## src/rtl/idecode_cu_issue_pkg.sv

```systemverilog
// Shared definitions for the decode/issue stage: widths, special micro-code
// addresses, CU bus layout, opcode constants and the packet record.
package idecode_cu_issue_pkg;

    localparam int OPCODE_W = 6;
    localparam int UADDR_W  = 8;
    localparam int UCNT_W   = 3;
    localparam int PC_W     = 8;
    localparam int INSTR_W  = 32;
    localparam int BUS_W    = 92;

    localparam logic [UADDR_W-1:0] NOP_UADDR = 8'hFF;
    localparam logic [UADDR_W-1:0] ILL_UADDR = 8'hFE;

    // CU bus bit positions
    localparam int BUS_INSTR_LSB = 0;
    localparam int BUS_UADDR_LSB = 32;
    localparam int BUS_UCNT_LSB  = 40;
    localparam int BUS_ZERO_LSB  = 43;
    localparam int BUS_NT_LSB    = 75;
    localparam int BUS_BIA_LSB   = 83;
    localparam int BUS_PRED_BIT  = 91;

    // Opcode map (instr[31:26])
    localparam logic [OPCODE_W-1:0] OP_NOP  = 6'h00;
    localparam logic [OPCODE_W-1:0] OP_ADD  = 6'h01;
    localparam logic [OPCODE_W-1:0] OP_SUB  = 6'h02;
    localparam logic [OPCODE_W-1:0] OP_LD   = 6'h03;
    localparam logic [OPCODE_W-1:0] OP_ST   = 6'h04;
    localparam logic [OPCODE_W-1:0] OP_MUL  = 6'h05;
    localparam logic [OPCODE_W-1:0] OP_DIV  = 6'h06;
    localparam logic [OPCODE_W-1:0] OP_BEQ  = 6'h10;
    localparam logic [OPCODE_W-1:0] OP_BNE  = 6'h11;
    localparam logic [OPCODE_W-1:0] OP_JMP  = 6'h12;
    localparam logic [OPCODE_W-1:0] OP_CALL = 6'h13;

    typedef enum logic [1:0] {
        OCC_EMPTY = 2'd0,
        OCC_ONE   = 2'd1,
        OCC_TWO   = 2'd2
    } occ_e;

    // Decoded packet as held in head/skid; ill never reaches the bus
    typedef struct packed {
        logic                  ill;
        logic                  pred;
        logic [PC_W-1:0]       bia;
        logic [PC_W-1:0]       nt;
        logic [UCNT_W-1:0]     ucnt;
        logic [UADDR_W-1:0]    uaddr;
        logic [INSTR_W-1:0]    instr;
    } pkt_t;

    function automatic logic is_branch_op(input logic [OPCODE_W-1:0] op);
        return (op == OP_BEQ) || (op == OP_BNE) || (op == OP_JMP) || (op == OP_CALL);
    endfunction

    function automatic pkt_t bubble_pkt();
        pkt_t p;
        p       = '0;
        p.uaddr = NOP_UADDR;
        return p;
    endfunction

    function automatic logic [BUS_W-1:0] pack_bus(input pkt_t p);
        return {p.pred, p.bia, p.nt, 32'h0, p.ucnt, p.uaddr, p.instr};
    endfunction

endpackage

```

## src/rtl/idecode_cu_issue_micro_code_map.sv

```systemverilog
// Opcode -> micro-code entry point, extra micro-op count and class flags.
module idecode_cu_issue_micro_code_map
    import idecode_cu_issue_pkg::*;
(
    input  logic [OPCODE_W-1:0] opcode,
    output logic [UADDR_W-1:0]  uaddr,
    output logic [UCNT_W-1:0]   ucnt,
    output logic                is_branch,
    output logic                legal
);

    // Lookup table; anything unlisted goes to the trap routine
    always_comb begin
        uaddr = ILL_UADDR;
        ucnt  = '0;
        legal = 1'b1;
        case (opcode)
            OP_NOP:  begin uaddr = 8'h00; ucnt = 3'd0; end
            OP_ADD:  begin uaddr = 8'h04; ucnt = 3'd0; end
            OP_SUB:  begin uaddr = 8'h05; ucnt = 3'd0; end
            OP_LD:   begin uaddr = 8'h08; ucnt = 3'd1; end
            OP_ST:   begin uaddr = 8'h0C; ucnt = 3'd1; end
            OP_MUL:  begin uaddr = 8'h10; ucnt = 3'd3; end
            OP_DIV:  begin uaddr = 8'h20; ucnt = 3'd7; end
            OP_BEQ:  begin uaddr = 8'h40; ucnt = 3'd1; end
            OP_BNE:  begin uaddr = 8'h42; ucnt = 3'd1; end
            OP_JMP:  begin uaddr = 8'h44; ucnt = 3'd0; end
            OP_CALL: begin uaddr = 8'h48; ucnt = 3'd2; end
            default: begin uaddr = ILL_UADDR; ucnt = '0; legal = 1'b0; end
        endcase
        is_branch = legal & is_branch_op(opcode);
    end

endmodule

```

## src/rtl/idecode_cu_issue.sv

```systemverilog
// Decode/issue stage: decodes at IF accept, buffers up to two packets
// (head = oldest, skid = second) and drives the CU bus from head only.
module idecode_cu_issue
    import idecode_cu_issue_pkg::*;
(
    input  logic               clk,
    input  logic               rst,
    input  logic               flush_pipeline,
    input  logic               if_valid,
    output logic               if_ready,
    input  logic [INSTR_W-1:0] if_instr,
    input  logic [PC_W-1:0]    if_pc,
    input  logic               if_pred_taken,
    input  logic               cu_take,
    output logic [BUS_W-1:0]   idecode_cu_interface,
    output logic               illegal_instr
);

    occ_e                state;
    pkt_t                head_q;
    pkt_t                skid_q;
    pkt_t                dec;
    logic [UADDR_W-1:0]  map_uaddr;
    logic [UCNT_W-1:0]   map_ucnt;
    logic                map_br;
    logic                map_legal;
    logic                accept;

    idecode_cu_issue_micro_code_map u_map (
        .opcode    (if_instr[31:26]),
        .uaddr     (map_uaddr),
        .ucnt      (map_ucnt),
        .is_branch (map_br),
        .legal     (map_legal)
    );

    assign accept = if_valid & if_ready;

    // Build the packet for the instruction IF is presenting
    always_comb begin
        dec       = '0;
        dec.instr = if_instr;
        dec.uaddr = map_uaddr;
        dec.ucnt  = map_ucnt;
        dec.nt    = if_pc + PC_W'(1);
        dec.bia   = if_pc;
        dec.pred  = if_pred_taken & map_br;
        dec.ill   = ~map_legal;
    end

    // Occupancy FSM; head is reloaded with a bubble whenever it drains so the
    // bus can come straight off the register
    always_ff @(posedge clk or negedge rst) begin
        if (!rst) begin
            state    <= OCC_EMPTY;
            head_q   <= bubble_pkt();
            skid_q   <= bubble_pkt();
            if_ready <= 1'b1;
        end else if (flush_pipeline) begin
            state    <= OCC_EMPTY;
            head_q   <= bubble_pkt();
            if_ready <= 1'b1;
        end else begin
            case (state)
                OCC_EMPTY: begin
                    if (accept) begin
                        state  <= OCC_ONE;
                        head_q <= dec;
                    end
                end
                OCC_ONE: begin
                    if (cu_take && accept) begin
                        head_q <= dec;
                    end else if (cu_take) begin
                        state  <= OCC_EMPTY;
                        head_q <= bubble_pkt();
                    end else if (accept) begin
                        state    <= OCC_TWO;
                        skid_q   <= dec;
                        if_ready <= 1'b0;
                    end
                end
                OCC_TWO: begin
                    if (cu_take) begin
                        state    <= OCC_ONE;
                        head_q   <= skid_q;
                        if_ready <= 1'b1;
                    end
                end
                default: begin
                    state    <= OCC_EMPTY;
                    head_q   <= bubble_pkt();
                    if_ready <= 1'b1;
                end
            endcase
        end
    end

    assign idecode_cu_interface = pack_bus(head_q);

    // Trap flag accompanies the cycle the CU actually consumes the packet
    assign illegal_instr = cu_take & ~flush_pipeline & (state != OCC_EMPTY) & head_q.ill;

endmodule

```

## config.mk

```make
export PLATFORM = sky130hd
export DESIGN_NAME = idecode_cu_issue
export DESIGN_NICKNAME = d
export VERILOG_FILES = /design/src/rtl/idecode_cu_issue_pkg.sv /design/src/rtl/idecode_cu_issue_micro_code_map.sv /design/src/rtl/idecode_cu_issue.sv
export SDC_FILE = /design/constraint.sdc
export NUM_CORES = 1
export LEC_CHECK = 0
export ABC_CLOCK_PERIOD_IN_PS = 1500
export BUFFER_PORTS_ARGS = -buffer_cell sky130_fd_sc_hd__buf_4
export CORE_MARGIN = 3
export CORE_UTILIZATION = 35
export DETAILED_ROUTE_END_ITERATION = 16
export GPL_ROUTABILITY_DRIVEN = 0
export SLEW_MARGIN = 30
export SYNTH_ARGS = -nofsm -noshare
export SYNTH_HDL_FRONTEND = slang
export SYNTH_SLANG_ARGS = --single-unit
```

## constraint.sdc

```tcl
create_clock -name clk -period 1.5 [get_ports clk]
set_input_delay 0.075 -clock clk [delete_from_list [all_inputs] [get_ports clk]]
set_output_delay 0.075 -clock clk [all_outputs]
set_load 0.01 [all_outputs]
```

==> metrics.md, run 1 <==
| Metric | Value |
|---|---|
| Status | `finished with violations` |
| Violated checks | `negative setup slack` |
| Max Cap Viol | `0` |
| Unique masters post-synth | `50` |
| Synth warn | `0` |
| Int Pwr | `7.96 mW` |
| Setup CP Type | `reg -> reg` |
| FILL cells | `1582` |
| Row count | `48` |
| Max clock buf depth | `2` |
| Initial antenna violation count | `0` |
| CP Launch Type | `register` |
| First DRT Iteration DRCs | `between 300 and 400` |
| Tcrit/Tclk final | `111%` |
| CTS sink cnt | `125` |
| EDFF count, synth | `0` |
| WL per Instance | `between 15 and 20 um` |
| Met1 Routed Length | `7970 um` |
| CP Capture Type | `register` |
| Post-synthesis sequential area ratio | `between 40% and 50%` |
| Worst EP arrival | `~2000 ps` |
| CTS Buf Count | `17` |
| Routed Antenna Nets | `0` |
| Tightest Pin Transition | `approximately 540 ps` |
| Die Y | `about 140 um` |
| Die W | `~140 um` |
| Clk_skew | `about 8.8 ps` |
| PortBufs | `107` |
| Sw Share | `around 27%` |
| Clk pwr share | `39.5%` |
| Worst skew pair latency | `about 420 ps` |
| Final WS setup | `-162 ps` |
| Hold Fails Final Rpt | `0` |
| Final instance area | `approximately 0.0088 mm2` |
| Total Routing Usage GR | `between 10% and 20%` |
| Commonest non-fill, non-tap cell in the layout | `nand2_1` |
| Via total after detailed routing | `about 5300` |
| Final Setup Violations | `~120` |
| Total I/O pin count | `140` |
| Static leakage | `~4.1 nW` |
| Worst slack, placed | `-253 ps` |
| Pin count of the biggest net entering global routing | `44` |
| Area growth, synth to finish | `39.2%` |
| Diode count | `0` |
| Initial core utilization | `~36%` |
| Post-Syn Area | `around 0.0063 mm2` |
| FMAX | `~600 MHz` |
| Most frequent cells in the layout | `151 x nand2_1, 137 x buf_4, 107 x dfrtp_1` |
| Final WL | `17700 um` |
| Clock Root Buffer | `clkbuf_16` |
| RSZ-0062 raised after global routing | `yes` |
| Max VDD drop | `0.909 mV` |
| Req. time, crit path | `between 1500 and 2000 ps` |
| DR WL met3 | `slightly below 1000 um` |
| Clock slew at reported path FFs | `60 ps` |
| Worst slew margin | `63.4%` |
| Post-Layout Cell Count | `~1100` |
| GRT overflow | `0` |
| H-tree levels | `4` |
| Top FF cell, synth | `dfrtp_1` |
| Vias in the first global route | `approximately 5200` |
| Layout cell share with drive strength beyond 1 | `between 30 and 40%` |
| Post-Place Cell Area | `0.00712 mm2` |
| Flop pwr share | `41.0%` |
| PwrDens | `between 1000 and 1500 mW/mm2` |
| Top Layer Used | `met4` |
| Slew Limit Fails | `0` |
| Post-DP HPWL | `about 11000 um` |
| Syn avg cell area | `between 8 and 9 um2` |
| CORE AREA | `approximately 0.017 mm2` |
| Utilization after layout | `between 50% and 60%` |
| TritonRoute pass-1 iters | `5` |
| # DRC | `0` |
| Post-Syn Instances | `710` |
| Met2 routed WL | `8490 um` |
| Post-synthesis async set-or-reset flop share | `100%` |
| Tmin final | `1660 ps` |
| Full die area | `0.0198 mm2` |
| Global-route wire length before repair | `roughly 28000 um` |
| Comb power frac | `slightly below 20%` |
| Min-Delay Path Class | `in -> reg` |
| Via-to-Cell Ratio | `4.94` |
| Cell Count Post-Placement | `approximately 1000` |
| CTS tree | `built` |
| CP max FO | `8` |
| Net Sw Power | `~3 mW` |
| Nets | `878` |
| Synthesized flop and latch total | `roughly 130` |
==> cells in the mapped netlist, drive strengths merged, types with 2 or more instances <==
| library cell | n | area share [%] |
|---|---|---|
| o22a | 4 | 0.55 |
| nand2 | 198 | 12 |
| nor3 | 3 | 0.24 |
| inv | 4 | 0.24 |
| o32a | 4 | 0.63 |
| a21o | 5 | 0.59 |
| and3 | 3 | 0.30 |
| a21boi | 2 | 0.24 |
| nor2 | 30 | 1.9 |
| dfrtp | 108 | 43 |
| or3 | 2 | 0.20 |
| a21oi | 13 | 1.0 |
| o22ai | 2 | 0.20 |
| dfstp | 17 | 7.1 |
| a32oi | 3 | 0.41 |
| xor2 | 3 | 0.41 |
| a22oi | 50 | 5.9 |
| nand3b | 3 | 0.36 |
| xnor2 | 4 | 0.55 |
| clkbuf | 22 | 1.3 |
| nor2b | 7 | 0.69 |
| nand3 | 11 | 0.87 |
| or2 | 4 | 0.40 |
| o21ai | 74 | 5.8 |
| nand2b | 6 | 0.59 |
| buf | 114 | 13 |
==> flip-flops by register name, summed over array words and instances (netlist names) <==
register	count
skid_q	61
idecode_cu_interface	60
state	2
head_q	1
if_ready	1
==> cell families (layout without fill, tap and decap cells) <==
kind of cell    count (synthesis)  in the layout  synth area share, %
other cells                     1             32               0.0592
flops                         125            125                 49.7
fa+ha+maj                       1              1                0.197
xor+xnor                        7              7                0.968
compound gates                165            165                 16.7
simple gates                  271            271                 17.8
buf+inv                       140            243                 14.7
==> power by group through the flow <==
stage	Sequential, mW	Clock, mW	Combinational, mW
final	4.48	4.32	2.13
after global routing	4.56	4.56	2.37
after CTS	4.42	4.40	1.95
after detailed placement	4.44	0	1.75
after global placement	4.44	0	1.71
after floorplan	4.35	0	1.26
==> critical path: stages, from the launching register on <==
cell and delay (ps):
dfstp_2 530, nand3b_1 160, or3_4 430, buf_6 150, buf_12 150, a21oi_2 100
a21o_1 90
==> layer usage <==
metal / GRT usage, % / up-vias
met2: 27.8 / 157
met5: 0 / -
li1: - / 2527
met4: 6.02 / 0
met3: 4.27 / 32
met1: 24.4 / 2570
==> final cells by class <==
class                           count  area [um2]  area share [%]
Clock inverter                      7         135            1.53
Multi-Input combinational cell    476        2770            31.4
Sequential cell                   125        3150            35.7
Inverter                            4        15.0           0.170
Timing Repair Buffer              207        1990            22.6
Tap cell                          225         282            3.19
Clock buffer                       25         475            5.39
==> repair_timing <==
| action | 4_1_cts | 5_1_grt |
|---|---|---|
| resized for setup | 58 | 104 |
| gates cloned | 6 | 4 |
| endpoints found under the setup margin | 124 | 124 |
| setup buffers | 9 | 0 |
| hold buffers | 40 | 0 |
| endpoints found under the hold margin | 101 | 0 |
| pin swaps | 17 | 19 |
==> path summary, 6_finish.rpt <==
kind	start	to	slack [ps]	cells past startpoint
max	if_ready$_DFFE_PN1P_	skid_q[34]$_DFFE_PN1P_	-160	6
min	if_instr[30]	skid_q[36]$_DFFE_PN1P_	20	3
max reg2reg	if_ready$_DFFE_PN1P_	skid_q[34]$_DFFE_PN1P_	-160	6
min reg2reg	skid_q[53]$_DFFE_PN0P_	skid_q[53]$_DFFE_PN0P_	470	2
max in group asynchronous	rst	idecode_cu_interface[35]$_DFFE_PN1P_	690	3
min in group asynchronous	rst	skid_q[21]$_DFFE_PN0P_	180	2
==> stage by stage <==
| step | hold slack, ps | total power [mW] | TNS (ps) |
|---|---|---|---|
| after global placement | 77.4 | 6.15 | -14950 |
| after detailed placement | 79.6 | 6.19 | -16790 |
| after floorplan | -221 | 5.61 | -4770 |
| after global routing | 33.9 | 11.5 | -19540 |
| after CTS | 10.6 | 10.8 | -12160 |
| final | 24.5 | 10.9 | -11250 |
No activity file was read; power rests on OpenSTA's default activity.
==> inputs of run 2 (changes only) <==
--- a/config.mk
+++ b/config.mk
@@ -14,4 +14,5 @@
 export SLEW_MARGIN = 30
 export SYNTH_ARGS = -nofsm -noshare
 export SYNTH_HDL_FRONTEND = slang
+export SYNTH_HIERARCHICAL = 1
 export SYNTH_SLANG_ARGS = --single-unit
==> constraint.sdc (replaced) <==
create_clock -name clk -period 1.5 [get_ports clk]
set_input_delay 0.3 -clock clk [delete_from_list [all_inputs] [get_ports clk]]
set_output_delay 0.3 -clock clk [all_outputs]
set_load 0.01 [all_outputs]
==> run 2 against run 1 <==
Against the previous run:
- the run still ends with negative setup slack left
- maximum frequency increased by 1.7%
- clock power about the same
- sequential share of layout area rose by 3.8 points
- global-route usage is 2.6 points lower
- synthesized cell count fell by 15%
- setup slack better by 28 ps
- critical path depth down 1
- register-to-register slack gained 30 ps
- critical path type unchanged
- largest cell class unchanged
- highest routed layer unchanged
==> metrics.md, run 2 <==
| Metric | Value |
|---|---|
| Slew Limit Fails | `0 (unchanged)` |
| Final Setup Violations | `114 (-3.4%)` |
| Clock Root Buffer | `clkbuf_16` |
| Max clock buf depth | `2 (unchanged)` |
| Full die area | `0.0200 mm2 (+1.1%)` |
| Net Sw Power | `2.69 mW (-9.2%)` |
| Crit Reg-Reg Endpoint | `skid_q[6]$_DFFE_PN0P_` |
| CP startpoint | `state[1]$_DFFE_PN0P_` |
| Flop pwr share | `41.7% (+0.7 points)` |
| Final WL | `15100 um (-15%)` |
| CP max stage delay | `410 ps (-120 ps)` |
| Max Cap Viol | `0 (unchanged)` |
| Vias in the first global route | `4637 (-11%)` |
| Global-route wire length before repair | `24300 um (-13%)` |
| CTS sink cnt | `125 (unchanged)` |
| Clock slew at reported path FFs | `60 ps (about the same)` |
| Post-Syn Instances | `603 (-15%)` |
| Slowest CP cell | `dfrtp_2` |
| Clk pwr share | `40.2% (+0.7 points)` |
| Status | `finished with violations` |
| Post-synthesis async set-or-reset flop share | `100% (unchanged)` |
| # DRC | `0 (unchanged)` |
| CTS tree | `built` |
| Depth of the most critical reg-to-reg path | `5 (-1)` |
| First DRT Iteration DRCs | `249 (-27%)` |
| Flop2flop setup slack | `-130 ps (+30 ps)` |
| Clk_skew | `6.83 ps (-1.97 ps)` |
| Hold_ws | `118 ps (+93.1 ps)` |
| Violated checks | `negative setup slack` |
| Most frequent cells in the layout | `147 x buf_4, 107 x dfrtp_1, 75 x nand2_1` |
| Tcrit/Tclk final | `109% (-1.9 points)` |
| Setup CP Type | `reg -> reg` |
| RSZ-0062 raised after global routing | `yes` |
| Synth warn | `6 (+6)` |
| Via total after detailed routing | `4628 (-12%)` |
| PwrDens | `1340 mW/mm2 (+8.5%)` |
| Synth top area share | `42.2% (-0.47 points)` |
| TritonRoute pass-1 iters | `4 (-1)` |
| Worst setup path endpoint | `skid_q[6]$_DFFE_PN0P_` |
| Count leader, synth | `dfrtp_1` |
| Static leakage | `3.73 nW (-9.3%)` |
| Sw Share | `25.1% (-2.0 points)` |
| Critical path depth in cells | `5 (-1)` |
| CP Launch Type | `register` |
| Max VDD drop | `0.833 mV (-8.4%)` |
| CORE AREA | `0.0176 mm2 (+0.69%)` |
| CP delay by family, top | `flip-flops` |
| Syn avg cell area | `10.6 um2 (+19%)` |
| Req. time, crit path | `1790 ps (-80 ps)` |
| Worst R2R Start | `state[1]$_DFFE_PN0P_` |
| Synth area leader | `dfrtp_1` |
| Nets | `739 (-16%)` |
| Synthesized flop and latch total | `125 (unchanged)` |
| Post-Layout Cell Count | `929 (-13%)` |
| Int Pwr | `8.04 mW (+0.97%)` |
| Critical path cell sequence | `buf_4 > nor2b_4 > nand4_4 > buf_12 > mux2_1` |
| WL per Instance | `16.2 um (-2.1%)` |
| Post-Place Cell Area | `0.00718 mm2 (+0.95%)` |
| CTS Buf Count | `17 (unchanged)` |
| Pin count of the biggest net entering global routing | `44 (unchanged)` |
| Die Y | `141 um (+0.53%)` |
| Flip-flop count of the largest register after layout | `61 (unchanged)` |
| Total Routing Usage GR | `15.2% (-2.6 points)` |
| H-tree levels | `4 (unchanged)` |
| Post-synthesis sequential area ratio | `49.2% (-0.54 points)` |
| Final instance area | `0.00798 mm2 (-9.5%)` |
| Total I/O pin count | `140 (unchanged)` |
| Cell Count Post-Placement | `887 (-9.7%)` |
| Post-DP HPWL | `10500 um (-2.5%)` |
| GRT overflow | `0 (unchanged)` |
| EDFF count, synth | `0 (unchanged)` |
| Routed Antenna Nets | `0 (unchanged)` |
| Initial antenna violation count | `0 (unchanged)` |
| Tmin final | `1630 ps (-28.4 ps)` |
| Final WS setup | `-133 ps (+28.4 ps)` |
| Top FF cell, synth | `dfrtp_1` |
| Hold Fails Final Rpt | `0 (unchanged)` |
| Die W | `141 um (+0.53%)` |
| Commonest non-fill, non-tap cell in the layout | `buf_4` |
| Via-to-Cell Ratio | `4.98 (+0.75%)` |
| Worst EP arrival | `1920 ps (-110 ps)` |
| Layout cell share with drive strength beyond 1 | `40.2% (+4.1 points)` |
| Diode count | `0 (unchanged)` |
| Row count | `48 (unchanged)` |
| Area growth, synth to finish | `24.6%` |
| Worst skew pair latency | `410 ps (about the same)` |
| Largest register by flop count | `skid_q` |
| Top cells by area, synth | `dfrtp_1 42%, buf_4 11%, mux2_2 9.1%, dfstp_2 7.0%, a22oi_1 5.5%` |
| Unique masters post-synth | `54 (+8.0%)` |
| PortBufs | `107 (unchanged)` |
| Comb power frac | `18.1% (-1.4 points)` |
| FILL cells | `1624 (+2.7%)` |
| Synth top cells by count | `108 x dfrtp_1, 96 x buf_4, 75 x nand2_1` |
| Buf/Inv on CP | `2 (unchanged)` |
| CP max FO | `35 (+27)` |
| FMAX | `612 MHz (+1.7%)` |
| Total chip power | `10.7 mW (-1.8%)` |
| Initial core utilization | `36.4% (+0.15 points)` |
| CP Capture Type | `register` |
| Min-Delay Path Class | `in -> reg` |
| Post-Syn Area | `0.00640 mm2 (+1.1%)` |
[run 2: cell types whose count changed in the layout (fill, tap and decap cells not counted), sizes merged, moves of 3 or more]
cell / previous run / this run
clkbuf: 29 / 24
buf: 163 / 168
nand2: 198 / 75
o22ai: 2 / 5
nor2b: 7 / 4
dlygate4sd3: 40 / 1
a22oi: 50 / 47
mux2: 0 / 58
a21oi: 13 / 18
o32a: 4 / 0
o21ai: 74 / 68
nand2b: 6 / 1
nor2: 30 / 13
nand3: 11 / 7
[run 2: per-layer routing]
layer	GRT usage (%)	vias up	part of all wire (%)
met1	19.7	2296	44
met5	0	-	0
li1	-	2173	-
met2	25.1	142	49
met4	4.90	0	1.3
met3	3.81	17	5.6
[run 2: kinds of logic (layout without fill, tap and decap cells)]
logic type,Yosys count,in the layout,synth area share [%]
AO/OA/AOI/OAI,159,159,15.7
other,1,32,0.0585
buffers and inverters,133,203,14.9
XOR/XNOR,6,6,0.820
adder cells (fa/ha/maj),1,1,0.195
AND/OR/NAND/NOR,120,120,8.95
flip-flops,125,125,49.2
multiplexers,58,58,10.2
[run 2: power groups by stage]
stage / Sequential [mW] / Clock (mW) / Combinational, mW
finish: 4.47 / 4.32 / 1.94
detailed placement: 4.52 / 0 / 1.87
CTS: 4.47 / 4.44 / 1.94
global route: 4.55 / 4.61 / 2.12
global placement: 4.48 / 0 / 1.81
floorplan: 4.40 / 0 / 1.40
[run 2: cell type report]
class                      count  area, um2  share of cell area, %
multi-input combinational    376       2490                   31.2
sequential                   125       3150                   39.5
tap                          225        282                   3.53
clock inverter                 7        135                   1.69
inverter                       3       11.3                  0.141
clock buffer                  24        482                   6.04
timing repair buffer         169       1430                   18.0
[run 2: worst min path at each step]
stage / slack, ps / start / to / cells after the start
2_1_floorplan: 4 / rst / head_q[60]$_DFFE_PN0P_ / 0
3_3_place_gp: 190 / rst / idecode_cu_interface[86]$_DFFE_PN0P_ / 1
3_5_place_dp: 190 / rst / idecode_cu_interface[86]$_DFFE_PN0P_ / 1
4_1_cts: 90 / if_pc[0] / skid_q[43]$_DFFE_PN0P_ / 2
5_1_grt: 100 / if_instr[6] / skid_q[6]$_DFFE_PN0P_ / 2
6_report: 120 / if_pc[0] / skid_q[43]$_DFFE_PN0P_ / 2
[run 2: repair_timing]
item | 4_1_cts | 5_1_grt
endpoints found under the setup margin | 67 | 124
buffers inserted | 9 | 1
hold buffers | 1 | 0
cloned | 1 | 0
resized for setup | 19 | 8
pin swaps | 5 | 3
endpoints found under the hold margin | 11 | 0
[run 2: through the flow]
stage               worst slack [ps]  utilization [%]  TNS [ps]
floorplan                      -8.18                -      -266
global placement               -57.8             40.8     -2110
detailed placement              -115             40.8     -3800
CTS                             -123             45.1     -7820
global route                    -175             45.3    -14610
finish                          -133             45.3     -8320
[run 2: worst register-to-register path, cell delays in order, from the launching register on]
cell and delay (ps):
dfrtp_2 410, buf_4 160, nor2b_4 230, nand4_4 160, buf_12 210, mux2_1 340
==> inputs of run 3 (changes only) <==
--- a/config.mk
+++ b/config.mk
@@ -7,6 +7,7 @@
 export LEC_CHECK = 0
 export ABC_CLOCK_PERIOD_IN_PS = 1500
 export BUFFER_PORTS_ARGS = -buffer_cell sky130_fd_sc_hd__buf_4
+export CORE_ASPECT_RATIO = 0.7
 export CORE_MARGIN = 3
 export CORE_UTILIZATION = 35
 export DETAILED_ROUTE_END_ITERATION = 16
==> run 3 against run 2 <==
Against the previous run:
- clock-buffer cell count fell by 6
- critical path depth rose by 1
- utilization rose by 3.4 points
- via count rose by 3.8%
- register-to-register slack got worse by 20 ps
- combinational power rose by 15%
- global-route usage rose by 1.0 points
- sequential share of layout area fell by 2.7 points
- the run still ends with negative setup slack left
==> metrics.md, run 3 (same netlist as run 2, synthesis figures left out) <==
| Metric | Value |
|---|---|
| Status | `finished with violations` |
| Violated checks | `negative setup slack` |
| First DRT Iteration DRCs | `341 (+37%)` |
| Vias in the first global route | `4873 (+5.1%)` |
| WL per Instance | `17.7 um (+8.9%)` |
| CP Launch Type | `register` |
| Clock Root Buffer | `clkbuf_16` |
| Post-Layout Cell Count | `945 (+1.7%)` |
| FMAX | `604 MHz (-1.3%)` |
| Flop2flop setup slack | `-150 ps (-20 ps)` |
| CP max FO | `9 (-74%)` |
| Post-DP HPWL | `10500 um (-0.14%)` |
| Routed Antenna Nets | `0 (unchanged)` |
| CTS Buf Count | `17 (unchanged)` |
| Max clock buf depth | `2 (unchanged)` |
| Cell Count Post-Placement | `888 (+0.11%)` |
| Pin count of the biggest net entering global routing | `67 (+52%)` |
| Min-Delay Path Class | `in -> reg` |
| Global-route wire length before repair | `25800 um (+6.5%)` |
| Clk pwr share | `41.1% (+0.9 points)` |
| Slew Limit Fails | `0 (unchanged)` |
| Nets | `748 (+1.2%)` |
| Area growth, synth to finish | `33.7%` |
| Row count | `40 (-17%)` |
| Req. time, crit path | `1790 ps (about the same)` |
| Flop pwr share | `39.5% (-2.2 points)` |
| Final Setup Violations | `115 (+0.88%)` |
| Final WL | `16700 um (+11%)` |
| Comb power frac | `19.4% (+1.3 points)` |
| Most frequent cells in the layout | `143 x buf_4, 106 x dfrtp_1, 72 x nand2_1` |
| Final WS setup | `-154 ps (-20.9 ps)` |
| Full die area | `0.0200 mm2 (+0.13%)` |
| # DRC | `0 (unchanged)` |
| PwrDens | `1340 mW/mm2 (-0.36%)` |
| Setup CP Type | `reg -> reg` |
| Clock slew at reported path FFs | `50 ps (about the same)` |
| Initial antenna violation count | `0 (unchanged)` |
| GRT overflow | `0 (unchanged)` |
| Diode count | `0 (unchanged)` |
| Utilization after layout | `48.7% (+3.4 points)` |
| Clk_skew | `6.01 ps (-0.821 ps)` |
| Die Y | `119 um (-16%)` |
| Net Sw Power | `2.98 mW (+11%)` |
| Total Routing Usage GR | `16.3% (+1.0 points)` |
| Tmin final | `1650 ps (+20.9 ps)` |
| Static leakage | `3.94 nW (+5.6%)` |
| Worst slack, placed | `-123 ps (-7.67 ps)` |
| Initial core utilization | `36.5% (+0.062 points)` |
| RSZ-0062 raised after global routing | `yes` |
| Worst skew pair latency | `410 ps (about the same)` |
| Commonest non-fill, non-tap cell in the layout | `buf_4` |
| Die W | `168 um (+19%)` |
| PortBufs | `107 (unchanged)` |
| H-tree levels | `4 (unchanged)` |
| Max Cap Viol | `0 (unchanged)` |
| Layout cell share with drive strength beyond 1 | `49.0% (+8.8 points)` |
| CTS tree | `built` |
| CTS sink cnt | `125 (unchanged)` |
| Sw Share | `26.0% (+0.86 points)` |
| Int Pwr | `8.49 mW (+5.7%)` |
| Max VDD drop | `0.681 mV (-18%)` |
| TritonRoute pass-1 iters | `5 (+1)` |
| Hold Fails Final Rpt | `0 (unchanged)` |
| Worst EP arrival | `1940 ps (+20 ps)` |
| Via-to-Cell Ratio | `5.08 (+2.0%)` |
| Flip-flop count of the largest register after layout | `61 (unchanged)` |
| Fin Setup TNS | `-11680 ps (-3360 ps)` |
| Largest register by flop count | `skid_q` |
| Via total after detailed routing | `4802 (+3.8%)` |
| CP Capture Type | `register` |
| Tcrit/Tclk final | `110% (+1.4 points)` |
| CORE AREA | `0.0176 mm2 (-0.17%)` |
| Total I/O pin count | `140 (unchanged)` |
## run 3: cell types whose count changed in the layout (fill, tap and decap cells not counted), moves of 5 or more
cell / before / now
clkbuf_16: 17 / 22
a21oi_1: 15 / 7
a22oi_2: 0 / 28
mux2_1: 6 / 0
a22oi_1: 47 / 19
mux2_4: 1 / 6
buf_12: 9 / 16
a21oi_2: 2 / 10
## run 3: path summary, 6_finish.rpt
path,startpoint,to,cells after the start
worst max-delay path,state[1]$_DFFE_PN0P_,skid_q[14]$_DFFE_PN0P_,6
worst min-delay path,if_pc[0],skid_q[43]$_DFFE_PN0P_,2
worst max register to register,state[1]$_DFFE_PN0P_,skid_q[14]$_DFFE_PN0P_,6
worst min register to register,skid_q[49]$_DFFE_PN0P_,skid_q[49]$_DFFE_PN0P_,1
max in group asynchronous,rst,skid_q[35]$_DFFE_PN1P_,3
min in group asynchronous,rst,idecode_cu_interface[7]$_DFFE_PN0P_,3
## run 3: per-layer routing
| layer | vias up | track usage (%) | share of wire, % |
|---|---|---|---|
| li1 | 2205 | - | - |
| met1 | 2424 | 22.6 | 47 |
| met2 | 150 | 24.9 | 46 |
| met3 | 23 | 4.61 | 4.9 |
| met4 | 0 | 4.75 | 1.8 |
| met5 | - | 0 | 0 |
## run 3: stage by stage
stage / area [um2] / hold slack [ps] / power [mW]
after floorplan: 6570 / 4.41 / 5.80
after global placement: 7190 / 338 / 6.31
after detailed placement: 7190 / 338 / 6.41
after CTS: 8310 / 112 / 11.4
after global routing: 8560 / 110 / 12.0
final: 8560 / 124 / 11.5
## run 3: repair_timing
item,4_1_cts,5_1_grt
setup buffers,13,4
gates cloned,4,7
hold endpoints to repair,108,0
endpoints found under the setup margin,108,123
hold buffers,1,0
resized for setup,46,40
pin swaps,8,24
## run 3: final cells by class
cell class              count  area (um2)
clock inverters            14         240
flip-flops and latches    125        3150
inverters                   3        11.3
fillers                  1557        9010
repair buffers            178        1690
clock buffers              18         439
multi-input cells         376        2740
well taps                 231         289
## run 3: power by group through the flow
| stage | registers, mW | clock network, mW | logic (mW) |
|---|---|---|---|
| after floorplan | 4.40 | 0 | 1.40 |
| after CTS | 4.49 | 4.78 | 2.15 |
| after global placement | 4.48 | 0 | 1.83 |
| after detailed placement | 4.53 | 0 | 1.88 |
| after global routing | 4.61 | 4.95 | 2.42 |
| final | 4.53 | 4.71 | 2.23 |
## run 3: worst max-delay path, stage by stage, from the launching register on
cell and delay [ps]:
dfrtp_2 440, buf_6 140, nor2b_4 210, nand4_4 110, buf_12 180, clkbuf_16 170
mux2_2 280
